$ cat src/rtl/imm_ext_pipe.sv
// Registered RISC-V immediate generator for decode, XLEN 32/64,
// with tag sideband and a 2-entry (OUT + SKID) elastic buffer.
module imm_ext_pipe #(
  parameter int XLEN  = 32,
  parameter int TAG_W = 32
) (
  input  logic             clk,
  input  logic             rst_n,
  input  logic             flush,
  input  logic             in_valid,
  output logic             in_ready,
  input  logic [31:0]      In,
  input  logic [2:0]       ImmSrc,
  input  logic [TAG_W-1:0] in_tag,
  output logic             out_valid,
  input  logic             out_ready,
  output logic [XLEN-1:0]  Imm_Ext,
  output logic [TAG_W-1:0] out_tag,
  output logic             out_err
);

  if (XLEN != 32 && XLEN != 64) begin : g_xlen_chk
    $error("imm_ext_pipe: XLEN must be 32 or 64");
  end

  typedef struct packed {
    logic [XLEN-1:0]  imm;
    logic [TAG_W-1:0] tag;
    logic             err;
  } ent_t;

  ent_t out_q, out_d;
  ent_t skid_q, skid_d;
  logic out_valid_q, out_valid_d;
  logic skid_valid_q, skid_valid_d;

  logic [31:0] imm32;
  logic [5:0]  shamt;
  ent_t        new_ent;
  logic        accept;
  logic        pop;
  logic        unused_opcode;

  assign unused_opcode = ^In[6:0];

  // Every type is built as a 32-bit value whose bit 31 is the
  // correct extension bit, so one signed widen covers RV64.
  always_comb begin
    shamt = (XLEN == 64) ? In[25:20] : {1'b0, In[24:20]};
    imm32 = '0;
    case (ImmSrc)
      3'b000: imm32 = {{20{In[31]}}, In[31:20]};
      3'b001: imm32 = {{20{In[31]}}, In[31:25], In[11:7]};
      3'b010: imm32 = {{19{In[31]}}, In[31], In[7],
                       In[30:25], In[11:8], 1'b0};
      3'b011: imm32 = {In[31:12], 12'b0};
      3'b100: imm32 = {{11{In[31]}}, In[31], In[19:12],
                       In[20], In[30:21], 1'b0};
      3'b101: imm32 = {27'b0, In[19:15]};
      3'b110: imm32 = {26'b0, shamt};
      default: imm32 = '0;
    endcase
    new_ent.imm = XLEN'($signed(imm32));
    new_ent.tag = in_tag;
    new_ent.err = (ImmSrc == 3'b111);
  end

  assign in_ready = !skid_valid_q;
  assign accept   = in_valid && in_ready;
  assign pop      = out_valid_q && out_ready;

  always_comb begin
    out_d        = out_q;
    skid_d       = skid_q;
    out_valid_d  = out_valid_q;
    skid_valid_d = skid_valid_q;
    if (flush) begin
      out_valid_d  = 1'b0;
      skid_valid_d = 1'b0;
    end else if (pop && skid_valid_q) begin
      out_d        = skid_q;
      skid_valid_d = 1'b0;
    end else if (accept && (!out_valid_q || pop)) begin
      out_d       = new_ent;
      out_valid_d = 1'b1;
    end else if (accept) begin
      skid_d       = new_ent;
      skid_valid_d = 1'b1;
    end else if (pop) begin
      out_valid_d = 1'b0;
    end
  end

  always_ff @(posedge clk) begin
    if (!rst_n) begin
      out_q        <= '0;
      skid_q       <= '0;
      out_valid_q  <= 1'b0;
      skid_valid_q <= 1'b0;
    end else begin
      out_q        <= out_d;
      skid_q       <= skid_d;
      out_valid_q  <= out_valid_d;
      skid_valid_q <= skid_valid_d;
    end
  end

  assign out_valid = out_valid_q;
  assign Imm_Ext   = out_q.imm;
  assign out_tag   = out_q.tag;
  assign out_err   = out_q.err;

endmodule
$ cat config.mk
export PLATFORM = sky130hd
export DESIGN_NAME = imm_ext_pipe
export DESIGN_NICKNAME = d
export VERILOG_FILES = /design/src/rtl/imm_ext_pipe.sv
export SDC_FILE = /design/constraint.sdc
export NUM_CORES = 1
export LEC_CHECK = 0
export BUFFER_PORTS_ARGS = -buffer_cell sky130_fd_sc_hd__buf_2
export CAP_MARGIN = 20
export CORE_UTILIZATION = 54
export CTS_CLUSTER_DIAMETER = 150
export CTS_CLUSTER_SIZE = 30
export DETAILED_ROUTE_END_ITERATION = 10
export GPL_TIMING_DRIVEN = 0
export PLACE_DENSITY_LB_ADDON = 0.05
export SYNTH_ARGS = -nofsm -noshare
export SYNTH_HDL_FRONTEND = slang
export SYNTH_SLANG_ARGS = --single-unit
$ cat constraint.sdc
create_clock -name clk -period 1.9 [get_ports clk]
set_input_delay 0.095 -clock clk [delete_from_list [all_inputs] [get_ports clk]]
set_output_delay 0.095 -clock clk [all_outputs]
set_load 0.005 [all_outputs]
Yosys cells after proc, flatten, opt, wreduce, memory -nomap -nowiden
Index checks and enable logic that the tools add are counted.
Widths: inputs -> output; s select.

operators by class
  reduce and logical (&&, ||, !) cells = 16
  multiplexer cells = 6
  bitwise gates (word level) = 4
  equality and inequality tests = 8

operators with widths
  kind                count
  $pmux 32 s7         1
  $mux 65             2
  $eq 3x3->1 const B  4
  $eq 3x2->1 const B  2
  $logic_and 1x1->1   4
  $not 1->1           4
  $reduce_and 2->1    2
  $reduce_and 4->1    1
  $reduce_bool 2->1   2
  $eq 3x1->1 const B  1
  $logic_not 3->1     1
  $mux 1              3
  $reduce_and 3->1    1
  $reduce_or 3->1     1
  $logic_not 1->1     2
  $ne 2x1->1 const B  1
  $reduce_or 2->1     1
  $logic_or 1x1->1    1

storage, ports and cells
  word-level logic and storage cells = 42
  output and inout port bits = 67
  flip-flop bits (word level) = 132
  input port bits = 72

Longest topological paths before layout
  depth in word-level cells = 5
  mapped depth = 6
  depth with buffers taken out = 4

Worst setup path before layout
OpenSTA, ideal clock, no wires.

  path kind = reg-to-reg
  from = register skid_valid_q
  to = register skid_q[44] (netlist name)
  data arrival time = 1.423 ns
  clock period less this slack = 1.548 ns
  data required time = 1.776 ns
  library setup time = 0.124 ns
  stages on the path, launching flop included = 7
  buffers on the path = 2
  slack = 0.352 ns
  cell sequence = dfxtp_1 nand2b_4 or3_1 buf_2 buf_6 nor4_1 nor3b_1

on the way
  cells in the longest elaborated chain, start to end = 5

ends and longest elaborated chain
  item                            line  text
  from (decl)                     35    logic skid_valid_q, skid_valid_d;
  from (signal assigned)          104   skid_valid_q <= skid_valid_d;
  $logic_not 1->1                 68    assign in_ready = !skid_valid_q;
  $logic_and 1x1->1               69    assign accept = in_valid && in_ready;
  $logic_and 1x1->1               83    end else if (accept && (!out_valid_q || pop)) begin
  $not 1->1 (no line)             n/a
  $reduce_and 4->1 (no line) (*)  n/a
  to (signal assigned)            102   skid_q <= skid_d;
  to (decl)                       33    ent_t skid_q, skid_d;

Mark *: on every way between the ends. The rest lies on a longest branch, timed or not.
A chain may end at the register's enable or synchronous reset.

Worst setup path in the final report
  from = register skid_valid_q
  to = register skid_q[53] (netlist name)

Same word-level chain as after synthesis.

==> flow_results.xml <==
<?xml version="1.0" encoding="UTF-8"?>
<metrics>
  <group name="die">
    <metric name="io_pins" unit="">139</metric>
    <metric name="core_area" unit="mm2">0.0105</metric>
    <metric name="start_util" unit="">0.567</metric>
    <metric name="die_w" unit="um">107</metric>
    <metric name="die-height" unit="um">107</metric>
    <metric name="rows" unit="">37</metric>
    <metric name="die-area" unit="mm2">0.0114</metric>
  </group>
  <group name="timing">
    <metric name="relSlewSlack" unit="">0.597</metric>
    <metric name="final.period_utilization" unit="">0.930</metric>
    <metric name="max_freq" unit="MHz">566</metric>
    <metric name="setup-violations-final" unit="">0</metric>
    <metric name="period_minus_slack" unit="ns">1.77</metric>
    <metric name="setup_slack" unit="ns">0.133</metric>
    <metric name="timing_max_transition_violations_final" unit="">0</metric>
    <metric name="timing_worst_slew_pin_value" unit="ns">0.604</metric>
    <metric name="finalClockSkew" unit="ns">0.00489</metric>
    <metric name="final_hold_viol_count" unit="">0</metric>
    <metric name="fin_hold_ws" unit="ns">0.0358</metric>
    <metric name="grt_setup_unrepaired" unit="">false</metric>
  </group>
  <group name="route">
    <metric name="detail_route.first_pass.iterations" unit="">8</metric>
    <metric name="routed_wl" unit="um">18300</metric>
    <metric name="antenna_left" unit="">0</metric>
    <metric name="drc" unit="">0</metric>
    <metric name="drt_first_iter_violations" unit="">490</metric>
    <metric name="avgViaCountPerCell" unit="">5.84</metric>
    <metric name="routed-via-count" unit="">6181</metric>
    <metric name="avgRoutedWirePerCell" unit="um">17.3</metric>
  </group>
  <group name="clock_tree">
    <metric name="clock_latency" unit="ns">0.52</metric>
    <metric name="cts_tree" unit="">built</metric>
    <metric name="root_buffer" unit="">clkbuf_8</metric>
    <metric name="clock_tree.buffer_depth" unit="">2</metric>
    <metric name="cts_bufs_inserted" unit="">17</metric>
    <metric name="h-tree-depth" unit="">4</metric>
    <metric name="numClockSinks" unit="">132</metric>
    <metric name="clk_pin_slew" unit="ns">0.06</metric>
  </group>
  <group name="flow_run">
    <metric name="cap_viol_max_count" unit="">0</metric>
  </group>
  <group name="logic_synthesis">
    <metric name="synth.yosys.seq_area_share" unit="">0.446</metric>
    <metric name="yosysWarnings" unit="">0</metric>
    <metric name="postSynth.topFlopCell" unit="">dfxtp_1</metric>
    <metric name="yosysTopAreaCellShare" unit="">0.446</metric>
    <metric name="synth_top_area_cell" unit="">dfxtp_1</metric>
    <metric name="synth.ff_latch_count" unit="">132</metric>
    <metric name="synth_cell_types" unit="">52</metric>
    <metric name="synthesis.area" unit="mm2">0.00593</metric>
    <metric name="post_syn_nets" unit="">785</metric>
    <metric name="synth.area.top_cells" unit="">dfxtp_1 45%, nand2_1 11%, o211a_1 6.8%</metric>
    <metric name="post_synth_inst_count" unit="">713</metric>
    <metric name="postSynth.asyncResetShare" unit="">0</metric>
    <metric name="syn_area_per_cell" unit="um2">8.31</metric>
    <metric name="synth_edf_count" unit="">0</metric>
  </group>
  <group name="critical_path">
    <metric name="worst_r2r_endpoint" unit="">skid_q[53]$_SDFFE_PN0P_</metric>
    <metric name="critPathLaunchType" unit="">flip-flop</metric>
    <metric name="crit_end" unit="">skid_q[53]$_SDFFE_PN0P_</metric>
    <metric name="timing.critical_path.max_delay_family" unit="">simple AND/OR/NAND/NOR gates</metric>
    <metric name="timing.reg2reg.setup_slack" unit="ns">0.13</metric>
    <metric name="critPathKind" unit="">flip-flop to flip-flop</metric>
    <metric name="cpPeakStageDelay" unit="ns">0.37</metric>
    <metric name="rr_startpoint" unit="">skid_valid_q$_SDFFE_PP0P_</metric>
    <metric name="cp_common_cell" unit="">clkbuf_4</metric>
    <metric name="cp.required" unit="ns">2.35</metric>
    <metric name="cp-end-kind" unit="">flip-flop</metric>
    <metric name="cp.buffers_inverters" unit="">2</metric>
    <metric name="critical_path_depth" unit="">6</metric>
    <metric name="worstSetupStartpoint" unit="">skid_valid_q$_SDFFE_PP0P_</metric>
    <metric name="critPathMaxFanout" unit="">10</metric>
    <metric name="slowest_stage" unit="">dfxtp_1</metric>
    <metric name="crit_chain" unit="">nand4bb_1, nor2_4, clkbuf_4, clkbuf_4, o21ai_0, a21oi_1</metric>
    <metric name="timing.reg2reg.worst_path_depth" unit="">6</metric>
    <metric name="data_arrival_critical_path" unit="ns">2.22</metric>
  </group>
  <group name="grt">
    <metric name="grt_pass1_wl" unit="um">29500</metric>
    <metric name="grt_max_degree" unit="">17</metric>
    <metric name="antenna_violations_before_repair" unit="">0</metric>
    <metric name="first_global_vias" unit="">5822</metric>
    <metric name="grt_use_total" unit="">0.333</metric>
    <metric name="grt_overflow" unit="">0</metric>
  </group>
  <group name="hold_path">
    <metric name="holdCritPathClass" unit="">input pin to flip-flop</metric>
  </group>
  <group name="cells_and_area">
    <metric name="final_cell_mix" unit="">166 x nand2_1, 145 x buf_2, 131 x dfxtp_1, 59 x o21ai_0, 46 x dlygate4sd3_1</metric>
    <metric name="fin_util" unit="">0.749</metric>
    <metric name="final_layout_fill_cell_count" unit="">777</metric>
    <metric name="stdcell_count" unit="">1058</metric>
    <metric name="most_common_cell_after_layout_fill_and_taps_aside" unit="">nand2_1</metric>
    <metric name="finalNetCount" unit="">981</metric>
    <metric name="post_route_cells_drive_above_1_share" unit="">0.225</metric>
    <metric name="stdcell_area" unit="mm2">0.00784</metric>
    <metric name="syn2layout_area_growth" unit="%">32.2</metric>
    <metric name="antenna-diode-count" unit="">0</metric>
  </group>
  <group name="pwr">
    <metric name="cellPowerDensity" unit="mW/mm2">892</metric>
    <metric name="worst_ir_drop_vdd" unit="uV">600</metric>
    <metric name="power_leakage" unit="nW">3.65</metric>
  </group>
  <group name="outcome">
    <metric name="run_status" unit="">finished clean</metric>
  </group>
  <group name="placement">
    <metric name="placed_cells" unit="">978</metric>
    <metric name="detailedPlace.worstSlack" unit="ns">-0.120</metric>
    <metric name="gp_routability_congestion" unit="">0.897</metric>
    <metric name="dp_hpwl" unit="um">12500</metric>
    <metric name="detailed_place.area" unit="mm2">0.00674</metric>
    <metric name="port_buffer_cells" unit="">129</metric>
  </group>
</metrics>
-- per-stage QoR --
step	power, mW	setup TNS, ns
after floorplan	3.36	0
after global placement	3.64	-0.730
after detailed placement	3.66	-1.47
after CTS	6.99	0
after global routing	7.22	0
final	6.99	0
-- report_power, final --
part,internal [mW],switching [mW],total [mW]
Combinational,0.355,0.418,0.773
Sequential,2.87,0.0559,2.93
Clock,2.04,1.25,3.29
Total,5.26,1.73,6.99
-- state kept, by name, indices dropped and copies added (netlist names) --
name	flops
out_valid	1
skid_q	65
Imm_Ext	32
skid_valid_q	1
out_tag	32
out_err	1
-- per-layer routing --
metal | routed length [um] | up-vias | track usage
met1 | 7790 | 2882 | 0.425
li1 | - | 2944 | -
met2 | 8740 | 321 | 0.554
met4 | 340 | 0 | 0.120
met3 | 1440 | 34 | 0.0711
met5 | 0 | - | 0
-- repair_timing --
| item | in CTS | in global routing |
|---|---|---|
| setup buffers | 0 | 2 |
| setup endpoints to repair | 64 | 83 |
| resized for setup | 4 | 13 |
| hold buffers | 46 | 0 |
| endpoints found under the hold margin | 89 | 0 |
| pin swaps | 0 | 1 |
-- cells in the mapped netlist (3+ instances only) --
| library cell | n |
|---|---|
| nand3b_1 | 4 |
| o21ai_0 | 59 |
| nand4b_1 | 8 |
| nor2b_1 | 11 |
| a31oi_1 | 38 |
| nor3_1 | 4 |
| clkbuf_1 | 45 |
| nand4_1 | 8 |
| a221oi_1 | 10 |
| nand3_1 | 37 |
| buf_4 | 3 |
| nand2b_1 | 3 |
| a21boi_1 | 3 |
| a31o_2 | 7 |
| a21boi_0 | 32 |
| o211a_1 | 40 |
| buf_2 | 18 |
| a21oi_1 | 9 |
| a21o_1 | 10 |
| nor2_1 | 13 |
| mux2i_1 | 6 |
| inv_1 | 4 |
| dfxtp_1 | 132 |
| nand2_1 | 166 |
| a22oi_1 | 6 |
| a211oi_1 | 5 |
-- how the worst min path moves through the flow --
stage                                end        from  slack, ns  cells after the start
3_5_place_dp     skid_q[31]$_SDFFE_PN0P_  in_tag[30]       0.36                      3
2_1_floorplan  skid_valid_q$_SDFFE_PP0P_   out_ready       0.20                      1
3_3_place_gp     skid_q[31]$_SDFFE_PN0P_  in_tag[30]       0.35                      3
5_1_grt          skid_q[47]$_SDFFE_PN0P_      In[14]       0.07                      4
6_report         skid_q[47]$_SDFFE_PN0P_      In[14]       0.04                      4
4_1_cts          skid_q[47]$_SDFFE_PN0P_      In[14]       0.02                      4
-- area by class of cell --
type,instances,area [um2],share of cell area
Clock inverter,12,155,0.0198
Inverter,5,18.8,0.00239
Buffer,69,313,0.0399
Timing Repair Buffer,177,1120,0.143
Tap cell,136,170,0.0217
Clock buffer,20,435,0.0555
Sequential cell,132,2640,0.337
Multi-Input combinational cell,507,2980,0.380
-- tightest hold or removal path, delay by kind of cell --
| family | cells | cell delay [ns] |
|---|---|---|
| compound gates | 2 | 0.23 |
| buf+inv | 1 | 0.10 |
| simple gates | 1 | 0.10 |
-- kinds of logic after synthesis --
kind of cell / Yosys count / synth area share
simple gates: 271 / 0.213
compound gates: 228 / 0.274
flops: 132 / 0.446
buf+inv: 74 / 0.0538
mux: 7 / 0.0120
fa+ha+maj: 1 / 0.00190
(Power assumes the default switching activity.)
